[config.mk]
export PLATFORM = sky130hd
export DESIGN_NAME = seq_adder_nbyte
export DESIGN_NICKNAME = d
export VERILOG_FILES = /design/src/rtl/seq_adder_nbyte_pkg.sv /design/src/rtl/full_adder_8bit.sv /design/src/rtl/seq_adder_nbyte.sv
export SDC_FILE = /design/constraint.sdc
export NUM_CORES = 1
export LEC_CHECK = 0
export BUFFER_PORTS_ARGS = -buffer_cell sky130_fd_sc_hd__clkbuf_2
export CORE_ASPECT_RATIO = 1.5
export CORE_UTILIZATION = 50
export DETAILED_ROUTE_END_ITERATION = 8
export GPL_ROUTABILITY_DRIVEN = 1
export PLACE_DENSITY = 0.84
export SKIP_LAST_GASP = 1
export SYNTH_ARGS = -nofsm -noshare
export SYNTH_HDL_FRONTEND = slang
export SYNTH_SLANG_ARGS = --single-unit
[constraint.sdc]
create_clock -name clk -period 3.5 [get_ports clk]
set_input_delay 0.7 -clock clk [delete_from_list [all_inputs] [get_ports clk]]
set_output_delay 0.7 -clock clk [all_outputs]
set_load 0.01 [all_outputs]
[src/rtl/seq_adder_nbyte_pkg.sv]
// rtl/seq_adder_nbyte_pkg.sv - shared constants for the byte-serial adder
// Holds the byte width, the default operand size in bytes and the FSM
// state encoding, so the RTL and the bench agree on them.
package seq_adder_nbyte_pkg;

   localparam int BYTE_W         = 8;
   localparam int NBYTES_DEFAULT = 4;

   localparam logic [1:0] ST_IDLE = 2'd0;
   localparam logic [1:0] ST_ADD  = 2'd1;
   localparam logic [1:0] ST_DONE = 2'd2;

endpackage

[src/rtl/full_adder_8bit.sv]
// rtl/full_adder_8bit.sv - combinational 8-bit adder with carry and signed overflow
// Ports:
//   a, b  : byte operands
//   cin   : carry into bit 0
//   sum   : byte sum
//   cout  : carry out of bit 7
//   ovf   : carry into bit 7 XOR carry out of bit 7 (signed overflow of this byte)
module full_adder_8bit
   import seq_adder_nbyte_pkg::*;
(
   input  logic [BYTE_W-1:0] a,
   input  logic [BYTE_W-1:0] b,
   input  logic              cin,
   output logic [BYTE_W-1:0] sum,
   output logic              cout,
   output logic              ovf
);

   // Split at the top bit so the carry into the MSB is directly available.
   logic [BYTE_W-1:0] low;
   logic [1:0]        top;

   assign low  = {1'b0, a[BYTE_W-2:0]} + {1'b0, b[BYTE_W-2:0]} + {{(BYTE_W-1){1'b0}}, cin};
   assign top  = {1'b0, a[BYTE_W-1]} + {1'b0, b[BYTE_W-1]} + {1'b0, low[BYTE_W-1]};
   assign sum  = {top[0], low[BYTE_W-2:0]};
   assign cout = top[1];
   assign ovf  = low[BYTE_W-1] ^ top[1];

endmodule

[src/rtl/seq_adder_nbyte.sv]
// rtl/seq_adder_nbyte.sv - byte-serial NBYTES*8-bit adder sharing one 8-bit adder
// Ports:
//   clk, rst_n : clock and synchronous active-low reset
//   start      : begin one addition (sampled only while idle)
//   a, b, cin  : operands and carry-in, captured when start is accepted
//   busy       : high whenever an operation is in progress (state not IDLE)
//   done       : one-cycle pulse when soma/cout/ovf hold a new result
//   soma       : registered sum, updated only on completion
//   cout, ovf  : registered carry-out and signed overflow of the full sum
module seq_adder_nbyte
   import seq_adder_nbyte_pkg::*;
#(
   parameter  int NBYTES = NBYTES_DEFAULT,
   localparam int W      = BYTE_W * NBYTES
) (
   input  logic         clk,
   input  logic         rst_n,
   input  logic         start,
   input  logic [W-1:0] a,
   input  logic [W-1:0] b,
   input  logic         cin,
   output logic         busy,
   output logic         done,
   output logic [W-1:0] soma,
   output logic         cout,
   output logic         ovf
);

   localparam int              IDXW     = $clog2(NBYTES);
   localparam logic [IDXW-1:0] LAST_IDX = IDXW'(NBYTES - 1);

   logic [1:0]        state;
   logic [IDXW-1:0]   idx;
   logic              carry;
   logic [W-1:0]      a_lat;
   logic [W-1:0]      b_lat;
   logic [W-1:0]      result;
   logic [W-1:0]      result_next;
   logic [BYTE_W-1:0] fa_a;
   logic [BYTE_W-1:0] fa_b;
   logic [BYTE_W-1:0] fa_sum;
   logic              fa_cout;
   logic              fa_ovf;

   assign fa_a = a_lat[idx*BYTE_W +: BYTE_W];
   assign fa_b = b_lat[idx*BYTE_W +: BYTE_W];

   full_adder_8bit u_fa (
      .a    (fa_a),
      .b    (fa_b),
      .cin  (carry),
      .sum  (fa_sum),
      .cout (fa_cout),
      .ovf  (fa_ovf)
   );

   // Result with the current byte merged in; on the last byte this is the
   // complete sum, copied straight to soma so no partial value is ever exposed.
   always_comb begin
      result_next = result;
      result_next[idx*BYTE_W +: BYTE_W] = fa_sum;
   end

   always_ff @(posedge clk) begin
      if (!rst_n) begin
         state  <= ST_IDLE;
         idx    <= '0;
         carry  <= 1'b0;
         result <= '0;
         a_lat  <= '0;
         b_lat  <= '0;
         soma   <= '0;
         cout   <= 1'b0;
         ovf    <= 1'b0;
      end else begin
         case (state)
            ST_IDLE: begin
               if (start) begin
                  a_lat  <= a;
                  b_lat  <= b;
                  carry  <= cin;
                  idx    <= '0;
                  result <= '0;
                  state  <= ST_ADD;
               end
            end
            ST_ADD: begin
               result <= result_next;
               carry  <= fa_cout;
               idx    <= idx + 1'b1;
               if (idx == LAST_IDX) begin
                  soma  <= result_next;
                  cout  <= fa_cout;
                  ovf   <= fa_ovf;
                  state <= ST_DONE;
               end
            end
            ST_DONE: state <= ST_IDLE;
            default: state <= ST_IDLE;
         endcase
      end
   end

   assign busy = (state != ST_IDLE);
   assign done = (state == ST_DONE);

endmodule

==> qor.yml, run 1 <==
critical_path:
  r2r_end: "soma[31]$_SDFFE_PN0P_"
  crit_path_end_kind: "register"
  arrival_ps: 3550
  crit_required_ps: 3840
  reg2reg_depth: 10
  worstSetupPathType: "register to register"
  r2r_slack_ps: 290
  r2r-start: "idx[0]$_SDFFE_PN0P_"
  start_kind: "register"
  critPathMaxFanout: 10
power:
  powerDensity_mw_per_mm2: 518
  p_total_mw: 3.67
  ir_worst_vdd_uv: 388
  leakagePower_nw: 2.95
timing:
  max_freq_ghz: 0.312
  setup_viol_count_final: 0
  setup_slack_ps: 294
  final.period_utilization: 0.916
  rsz0062_at_grt: "no"
  hold_slack_ps: 459
  hold_viol: 0
  slew_violations: 0
  fin_setup_tns_ps: 0
  relSlewSlack: 0.289
  worst_pin_slew_ps: 1070
  period_needed_ps: 3210
  finClkSkew_ps: 8.91
yosys:
  synth_mux_area_frac: 0.0610
  ys_seq_area_frac: 0.457
  synthArstFlopShare: 0
  ys_types: 47
  synth_edf_count: 0
  synth_warnings: 0
  synth_top_family_by_area: "compound AO/OA/AOI/OAI gates"
  synthAdderAreaFrac: 0.0356
  ys.flop_type: "dfxtp_1"
  avgSynthCellArea_um2: 8.73
  synthCells: 677
  netlist_area_mm2: 0.00591
  synth_xor_area_frac: 0.00593
  synth_compound_area_frac: 0.208
  synth-simple-area-share: 0.191
  synth.ff_latch_count: 135
  synth.net_count: 760
detailed_routing:
  wire_per_inst_um: 15.9
  ant_nets: 0
  drt_iter0_markers: 354
  drc: 0
  via_count: 5207
  dr.pass1.iters: 4
  vias_per_cell: 5.61
  wl_mm: 14.8
clock_network:
  cts_tree: "yes"
  cts_max_level: 4
  clkSinkCount: 135
  clock-root-buffer: "clkbuf_16"
  post-cts-setup-buffer-count: 0
  hold_buffers: 0
  clock_path_buffers: 2
  clk-insertion-delay-late_ps: 430
  path_clk_slew_ps: 50
  cts_buffers: 17
global_routing:
  antenna_found_initial: 0
  grt_use_met1: 0.276
  use_met2: 0.451
  grt_usage: 0.257
  grt-ovfl-total: 0
  grt_pass1_vias: 5177
  grt.met3_usage: 0.0595
  top_usage_layer: "met2"
  grt_max_degree: 54
  grt_first_pass_wirelength_mm: 24.5
final_layout:
  fin_area_mm2: 0.00709
  final-instance-count-excl-fill: 928
  antennaDiodeCount: 0
  syn_to_final_growth_pct: 20.0
  fin_util: 0.615
  num-nets-final: 849
  drive_gt1_frac: 0.222
floorplanning:
  rows: 48
  die-width_um: 90.8
  io_pins: 104
  die_area_mm2: 0.0123
  initial_utilization: 0.512
  coreArea_mm2: 0.0115
  die_h_um: 135
worst_hold_path:
  min_path_cells: 2
  hold_start: "b_lat[1]$_SDFFE_PN0P_"
  min_to: "b_lat[1]$_SDFFE_PN0P_"
  hold_class: "register to register"
flow_run:
  cap_violations: 0
outcome:
  status: "complete, no violations"
placed_design:
  io_buffer_count: 103
  gp_congestion: 0.916
  dp.cells: 897
  dpl_worst_slack_ps: 211
  postPlaceCellArea_mm2: 0.00655
  place_hpwl_mm: 10.4
[power breakdown]
| part | switching, mW | leakage, nW | internal (mW) | total [mW] |
|---|---|---|---|---|
| clock network | 0.646 | 0.268 | 0.998 | 1.64 |
| registers | 0.0345 | 1.10 | 1.59 | 1.63 |
| logic | 0.245 | 1.58 | 0.155 | 0.400 |
[final cells by class]
type	count	area (um2)
Tap cell	150	188
Fill cell	983	4440
Inverter	15	56.3
Clock inverter	10	80.1
Clock buffer	21	460
Sequential cell	135	2700
Multi-Input combinational cell	480	2970
Timing Repair Buffer	117	633
[logic make-up (layout without fill, tap and decap cells)]
family / count (synthesis) / in the layout
buf+inv: 62 / 163
fa+ha+maj: 15 / 15
compound gates: 189 / 189
xor+xnor: 4 / 4
simple gates: 256 / 256
flops: 135 / 135
mux: 16 / 16
[state kept, by name (all words and copies together) (netlist names)]
name	flops
ovf	1
cout	1
carry	1
b_lat	32
soma	32
idx	2
a_lat	32
state	2
result	32
[per-layer routing]
layer	vias up	part of all wire
met2	168	0.52
met4	0	0.050
met3	56	0.046
met5	-	0
met1	2442	0.38
li1	2541	-
[synth_stat cells (all sizes together), types with 4 or more instances]
master	number	area share
nand3	21	0.018
a21boi	34	0.043
a22oi	4	0.0051
clkbuf	31	0.020
a221oi	8	0.012
nor3b	13	0.017
inv	13	0.0083
a22o	13	0.019
nor2b	6	0.0064
o211a	6	0.010
nand2	154	0.098
mux4	16	0.061
a21oi	71	0.060
dfxtp	135	0.46
buf	16	0.012
o21ai	28	0.024
o2bb2ai	12	0.018
ha	12	0.025
nor2	40	0.025
and2	7	0.0074
[placed cells by master, fill, tap and decap left out, drive strengths merged, types with 2 or more instances in the layout]
cell type,netlist,final
clkinv,2,9
inv,13,13
o21a,3,3
xor2,2,2
fa,3,3
clkinvlp,0,2
nor3b,13,13
nor2b,6,6
nor4,2,2
nand3,21,21
and3,2,2
or4,2,2
xnor2,2,2
a22oi,4,4
a221oi,8,8
o211a,6,6
a211oi,2,2
nand4,3,3
a22o,13,13
nor2,40,40
dfxtp,135,135
o2bb2ai,12,12
a21oi,71,71
or3,2,2
mux4,16,16
buf,16,14
o21ai,28,28
and2,7,7
a21boi,34,34
clkbuf,31,124
o211ai,2,2
nand2,154,154
ha,12,12
[how the worst max path moves through the flow]
stage / start / to
global route: idx[0]$_SDFFE_PN0P_ / soma[23]$_SDFFE_PN0P_
floorplan: idx[1]$_SDFFE_PN0P_ / soma[31]$_SDFFE_PN0P_
global placement: idx[0]$_SDFFE_PN0P_ / soma[23]$_SDFFE_PN0P_
finish: idx[0]$_SDFFE_PN0P_ / soma[31]$_SDFFE_PN0P_
CTS: idx[0]$_SDFFE_PN0P_ / soma[31]$_SDFFE_PN0P_
detailed placement: idx[0]$_SDFFE_PN0P_ / result[23]$_SDFFE_PN0P_
[worst max-delay path, cell delays in order (launching register included)]
cell,delay [ps]
dfxtp_2,390
buf_4,210
mux4_2,540
ha_1,330
a211oi_1,280
o211ai_1,120
a21oi_1,240
fa_1,530
o2bb2ai_1,250
nor2_1,60
nor3b_1,160
[what timing repair did]
| item | CTS | global route |
|---|---|---|
| endpoints found under the setup margin | 0 | 7 |
| gates resized for setup | 0 | 1 |
| endpoints found under the hold margin | 0 | 0 |
No activity file was read; power rests on OpenSTA's default activity.
==> inputs of run 2 (changes only) <==
Settings changed: CORE_ASPECT_RATIO 1.5 to default.
==> qor.yml, run 2 (synthesized netlist as in run 1, its figures left out) <==
outcome:
  status: "complete, no violations"
final_layout:
  mostFrequentLayoutCell: "nand2_1"
  fillers: 960
  final_cell_mix: "nand2_1, dfxtp_1, clkbuf_2"
  syn_to_final_growth_pct: 19.8
  drive_gt1_frac: 0.224
  antennaDiodeCount: 0
  fin_area_mm2: 0.00708
  num-nets-final: 846
timing:
  setup_slack_ps: 262
  rsz0062_at_grt: "no"
  fin_setup_tns_ps: 0
  final.period_utilization: 0.925
  worst_pin_slew_ps: 1060
  relSlewSlack: 0.291
  finClkSkew_ps: 7.35
  period_needed_ps: 3240
  max_freq_ghz: 0.309
  setup_viol_count_final: 0
  slew_violations: 0
  hold_viol: 0
clock_network:
  clk-insertion-delay-late_ps: 420
  clkSinkCount: 135
  hold_buffers: 0
  clock_path_buffers: 2
  cts_buffers: 17
  clock-root-buffer: "clkbuf_16"
  post-cts-setup-buffer-count: 0
  cts_tree: "yes"
  path_clk_slew_ps: 60
  cts_max_level: 4
worst_hold_path:
  hold_class: "register to register"
critical_path:
  slowest_delay_ps: 540
  start_kind: "register"
  worstSetupPathType: "register to register"
  crit_path_end_kind: "register"
  critPathMaxFanout: 10
  cp_top_family: "compound AO/OA/AOI/OAI gates"
  cp_slowest_cell: "mux4_2"
  crit_required_ps: 3840
  crit_chain: "buf_4, mux4_2, ha_1, a211oi_1, o211ai_1, a21oi_2, fa_1, o2bb2ai_1, nor2_1, nor3b_1"
  crit_buf_inv: 1
  arrival_ps: 3570
detailed_routing:
  top_layer: "met4"
  wl_mm: 14.8
  dr.pass1.iters: 5
  drt_iter0_markers: 276
  wl_met2_mm: 7.08
  vias_per_cell: 5.66
  drc: 0
  via_count: 5198
  route.met3.wl_um: 901
  wl_met1_mm: 6.41
  wire_per_inst_um: 16.1
  ant_nets: 0
placed_design:
  gp_congestion: 0.888
  place_hpwl_mm: 10.0
  io_buffer_count: 103
  dpl_worst_slack_ps: 109
  postPlaceCellArea_mm2: 0.00652
floorplanning:
  coreArea_mm2: 0.0115
  io_pins: 104
  die_h_um: 111
  die_area_mm2: 0.0123
  initial_utilization: 0.515
  die-width_um: 111
  rows: 39
power:
  switching_power_uw: 985
  swShare: 0.266
  seqPwrFrac: 0.439
  p_int_mw: 2.72
  p_total_mw: 3.70
  combPwrFrac: 0.110
  leakagePower_nw: 2.93
  clkPwrFrac: 0.451
  powerDensity_mw_per_mm2: 523
  ir_worst_vdd_uv: 342
global_routing:
  grt-ovfl-total: 0
  grt_usage: 0.250
  grt_pass1_vias: 5182
  antenna_found_initial: 0
  grt_max_degree: 63
  grt_first_pass_wirelength_mm: 24.6
flow_run:
  cap_violations: 0
[run 2: cell types whose count changed in the layout (fill, tap and decap cells not counted)]
cell,previous run,this run
a21oi_1,71,70
a21oi_2,0,1
buf_4,13,9
buf_6,0,1
clkbuf_1,2,0
clkbuf_8,2,0
clkinv_2,7,4
clkinv_4,0,2
clkinvlp_4,2,6
inv_6,0,2
[run 2: path summary, 6_finish.rpt]
check	from	end	slack [ps]	depth (start not counted)
setup / recovery	idx[0]$_SDFFE_PN0P_	soma[23]$_SDFFE_PN0P_	260	10
hold / removal	b_lat[20]$_SDFFE_PN0P_	b_lat[20]$_SDFFE_PN0P_	460	2
setup reg to reg	idx[0]$_SDFFE_PN0P_	soma[23]$_SDFFE_PN0P_	260	10
hold reg to reg	b_lat[20]$_SDFFE_PN0P_	b_lat[20]$_SDFFE_PN0P_	460	2
[run 2: worst reg2reg max path: stages, from the launching register on]
cell	delay, ps
dfxtp_2	380
buf_4	220
mux4_2	540
ha_1	340
a211oi_1	300
o211ai_1	140
a21oi_2	210
fa_1	510
o2bb2ai_1	230
nor2_1	80
nor3b_1	220
[run 2: layout make-up]
class,count,area [um2],share of cell area
Sequential cell,135,2700,0.382
Clock inverter,15,130,0.0184
Clock buffer,17,425,0.0601
Timing Repair Buffer,114,614,0.0867
Inverter,15,56.3,0.00795
Multi-Input combinational cell,480,2970,0.420
Tap cell,143,179,0.0253
[run 2: power groups by stage]
stage          Sequential [mW]  Combinational, mW  Clock [mW]
2_1_floorplan             1.64              0.275           0
6_report                  1.62              0.408        1.67
4_1_cts                   1.62              0.401        1.68
5_1_grt                   1.63              0.448        1.75
3_3_place_gp              1.65              0.389           0
3_5_place_dp              1.66              0.396           0
[run 2: per-layer routing]
layer  GRT usage  vias to the layer above
li1            -                     2545
met1       0.307                     2425
met2       0.417                      199
met3      0.0585                       29
met4       0.115                        0
met5           0                        -
[run 2: repair_timing]
action                                  in CTS  in global routing
endpoints found under the hold margin        0                  0
gates resized for setup                      0                  3
endpoints found under the setup margin       0                  8
[run 2: through the flow]
stage / std cells / utilization / hold WS, ps
2_1_floorplan: 677 / - / 433
3_3_place_gp: 887 / 0.568 / 440
3_5_place_dp: 887 / 0.568 / 447
4_1_cts: 919 / 0.617 / 456
5_1_grt: 919 / 0.618 / 472
6_report: 919 / 0.618 / 456
==> inputs of run 3 (changes only) <==
Settings changed: CORE_UTILIZATION 50 to 45, PLACE_DENSITY 0.84 to 0.78.
==> qor.yml, run 3 (synthesized netlist as in run 1, its figures left out) <==
final_layout:
  fin_area_mm2: 0.00722
  syn_to_final_growth_pct: 22.2
  mostFrequentLayoutCell: "nand2_1"
  final_cell_mix: "nand2_1, dfxtp_1, clkbuf_2"
  fin_util: 0.568
  drive_gt1_frac: 0.226
  antennaDiodeCount: 0
  num-nets-final: 850
power:
  clkPwrFrac: 0.490
  powerDensity_mw_per_mm2: 551
  switching_power_uw: 960
  swShare: 0.241
  ir_worst_vdd_uv: 363
  p_int_mw: 3.02
  combPwrFrac: 0.101
  seqPwrFrac: 0.409
  p_total_mw: 3.98
  leakagePower_nw: 2.99
global_routing:
  grt_max_degree: 59
  antenna_found_initial: 0
  grt-ovfl-total: 0
  grt_usage: 0.240
  grt_pass1_vias: 4972
  grt_first_pass_wirelength_mm: 24.6
worst_hold_path:
  hold_class: "register to register"
  min_path_cells: 2
  hold_start: "a_lat[5]$_SDFFE_PN0P_"
  min_to: "a_lat[5]$_SDFFE_PN0P_"
timing:
  slew_violations: 0
  setup_viol_count_final: 0
  fin_setup_tns_ps: 0
  hold_viol: 0
  relSlewSlack: 0.312
  final.period_utilization: 0.939
  max_freq_ghz: 0.304
  worst_pin_slew_ps: 1030
  finClkSkew_ps: 8.25
  rsz0062_at_grt: "no"
  period_needed_ps: 3290
detailed_routing:
  route.met3.wl_um: 771
  via_count: 5197
  wl_met2_mm: 7.08
  drc: 0
  wire_per_inst_um: 15.7
  wl_mm: 15.0
  vias_per_cell: 5.46
  ant_nets: 0
  dr.pass1.iters: 5
  wl_met1_mm: 6.77
  drt_iter0_markers: 391
  top_layer: "met4"
outcome:
  status: "complete, no violations"
critical_path:
  worstSetupPathType: "register to register"
  r2r_end: "soma[31]$_SDFFE_PN0P_"
  critPathMaxFanout: 7
  r2r_slack_ps: 210
  arrival_ps: 3620
  reg2reg_depth: 10
  crit_path_end_kind: "register"
  crit_required_ps: 3840
  r2r-start: "idx[0]$_SDFFE_PN0P_"
  start_kind: "register"
floorplanning:
  initial_utilization: 0.464
  die_h_um: 117
  die_area_mm2: 0.0136
  io_pins: 104
  rows: 41
  die-width_um: 117
  coreArea_mm2: 0.0127
placed_design:
  gp_congestion: 0.930
  io_buffer_count: 103
  postPlaceCellArea_mm2: 0.00657
  place_hpwl_mm: 10.4
clock_network:
  clk-insertion-delay-late_ps: 430
  ctsResizeCount: 1
  clkSinkCount: 135
  clock_path_buffers: 2
  post-cts-setup-buffer-count: 0
  cts_buffers: 17
  cts_max_level: 4
  path_clk_slew_ps: 60
  cts_tree: "yes"
  hold_buffers: 0
  clock-root-buffer: "clkbuf_16"
flow_run:
  cap_violations: 0
run 3: cell types whose count changed in the layout (fill, tap and decap cells not counted), sizes merged:
cell,previous run,this run
bufinv,1,5
clkbuf,120,122
buf,11,15
inv,15,13
clkinv,8,7
clkinvlp,6,2
run 3: worst max-delay path by stage:
stage / startpoint / end / slack (ps) / cells after the start
global route: idx[0]$_SDFFE_PN0P_ / soma[7]$_SDFFE_PN0P_ / 50 / 10
detailed placement: idx[0]$_SDFFE_PN0P_ / soma[7]$_SDFFE_PN0P_ / 70 / 10
floorplan: idx[1]$_SDFFE_PN0P_ / soma[31]$_SDFFE_PN0P_ / 150 / 11
CTS: idx[0]$_SDFFE_PN0P_ / soma[31]$_SDFFE_PN0P_ / 140 / 10
global placement: idx[0]$_SDFFE_PN0P_ / soma[23]$_SDFFE_PN0P_ / 190 / 10
finish: idx[0]$_SDFFE_PN0P_ / soma[31]$_SDFFE_PN0P_ / 210 / 10
run 3: worst max-delay path, stage by stage, from the launching register on:
cell and delay, ps:
dfxtp_2 430, buf_4 220, mux4_2 540, ha_1 320, a211oi_1 320, o211ai_1 150, a21oi_2 190, fa_1 510
o2bb2ai_1 210, nor2_1 60, nor3b_1 240
run 3: cell type report:
| class | instances | area, um2 |
|---|---|---|
| tap | 172 | 215 |
| timing repair buffer | 118 | 628 |
| inverter | 15 | 56.3 |
| sequential | 135 | 2700 |
| fill | 1175 | 5500 |
| multi-input combinational | 480 | 2970 |
| clock buffer | 19 | 443 |
| clock inverter | 12 | 201 |
run 3: power by group through the flow:
stage / clock network [mW] / logic, mW / registers [mW]
after CTS: 1.96 / 0.396 / 1.63
final: 1.95 / 0.400 / 1.63
after global placement: 0 / 0.388 / 1.66
after detailed placement: 0 / 0.394 / 1.66
after floorplan: 0 / 0.275 / 1.64
after global routing: 2.04 / 0.443 / 1.64
run 3: metal layers:
layer,up-vias,global-route usage
met5,-,0
met4,0,0.100
met3,33,0.0592
met2,163,0.392
met1,2459,0.303
li1,2542,-
run 3: metrics by stage:
stage               hold slack [ps]  std cells  setup slack, ps
floorplan                       433        677              146
global placement                445        920              192
detailed placement              447        920             68.0
CTS                             454        951              135
global route                    472        951             45.4
finish                          455        951              215
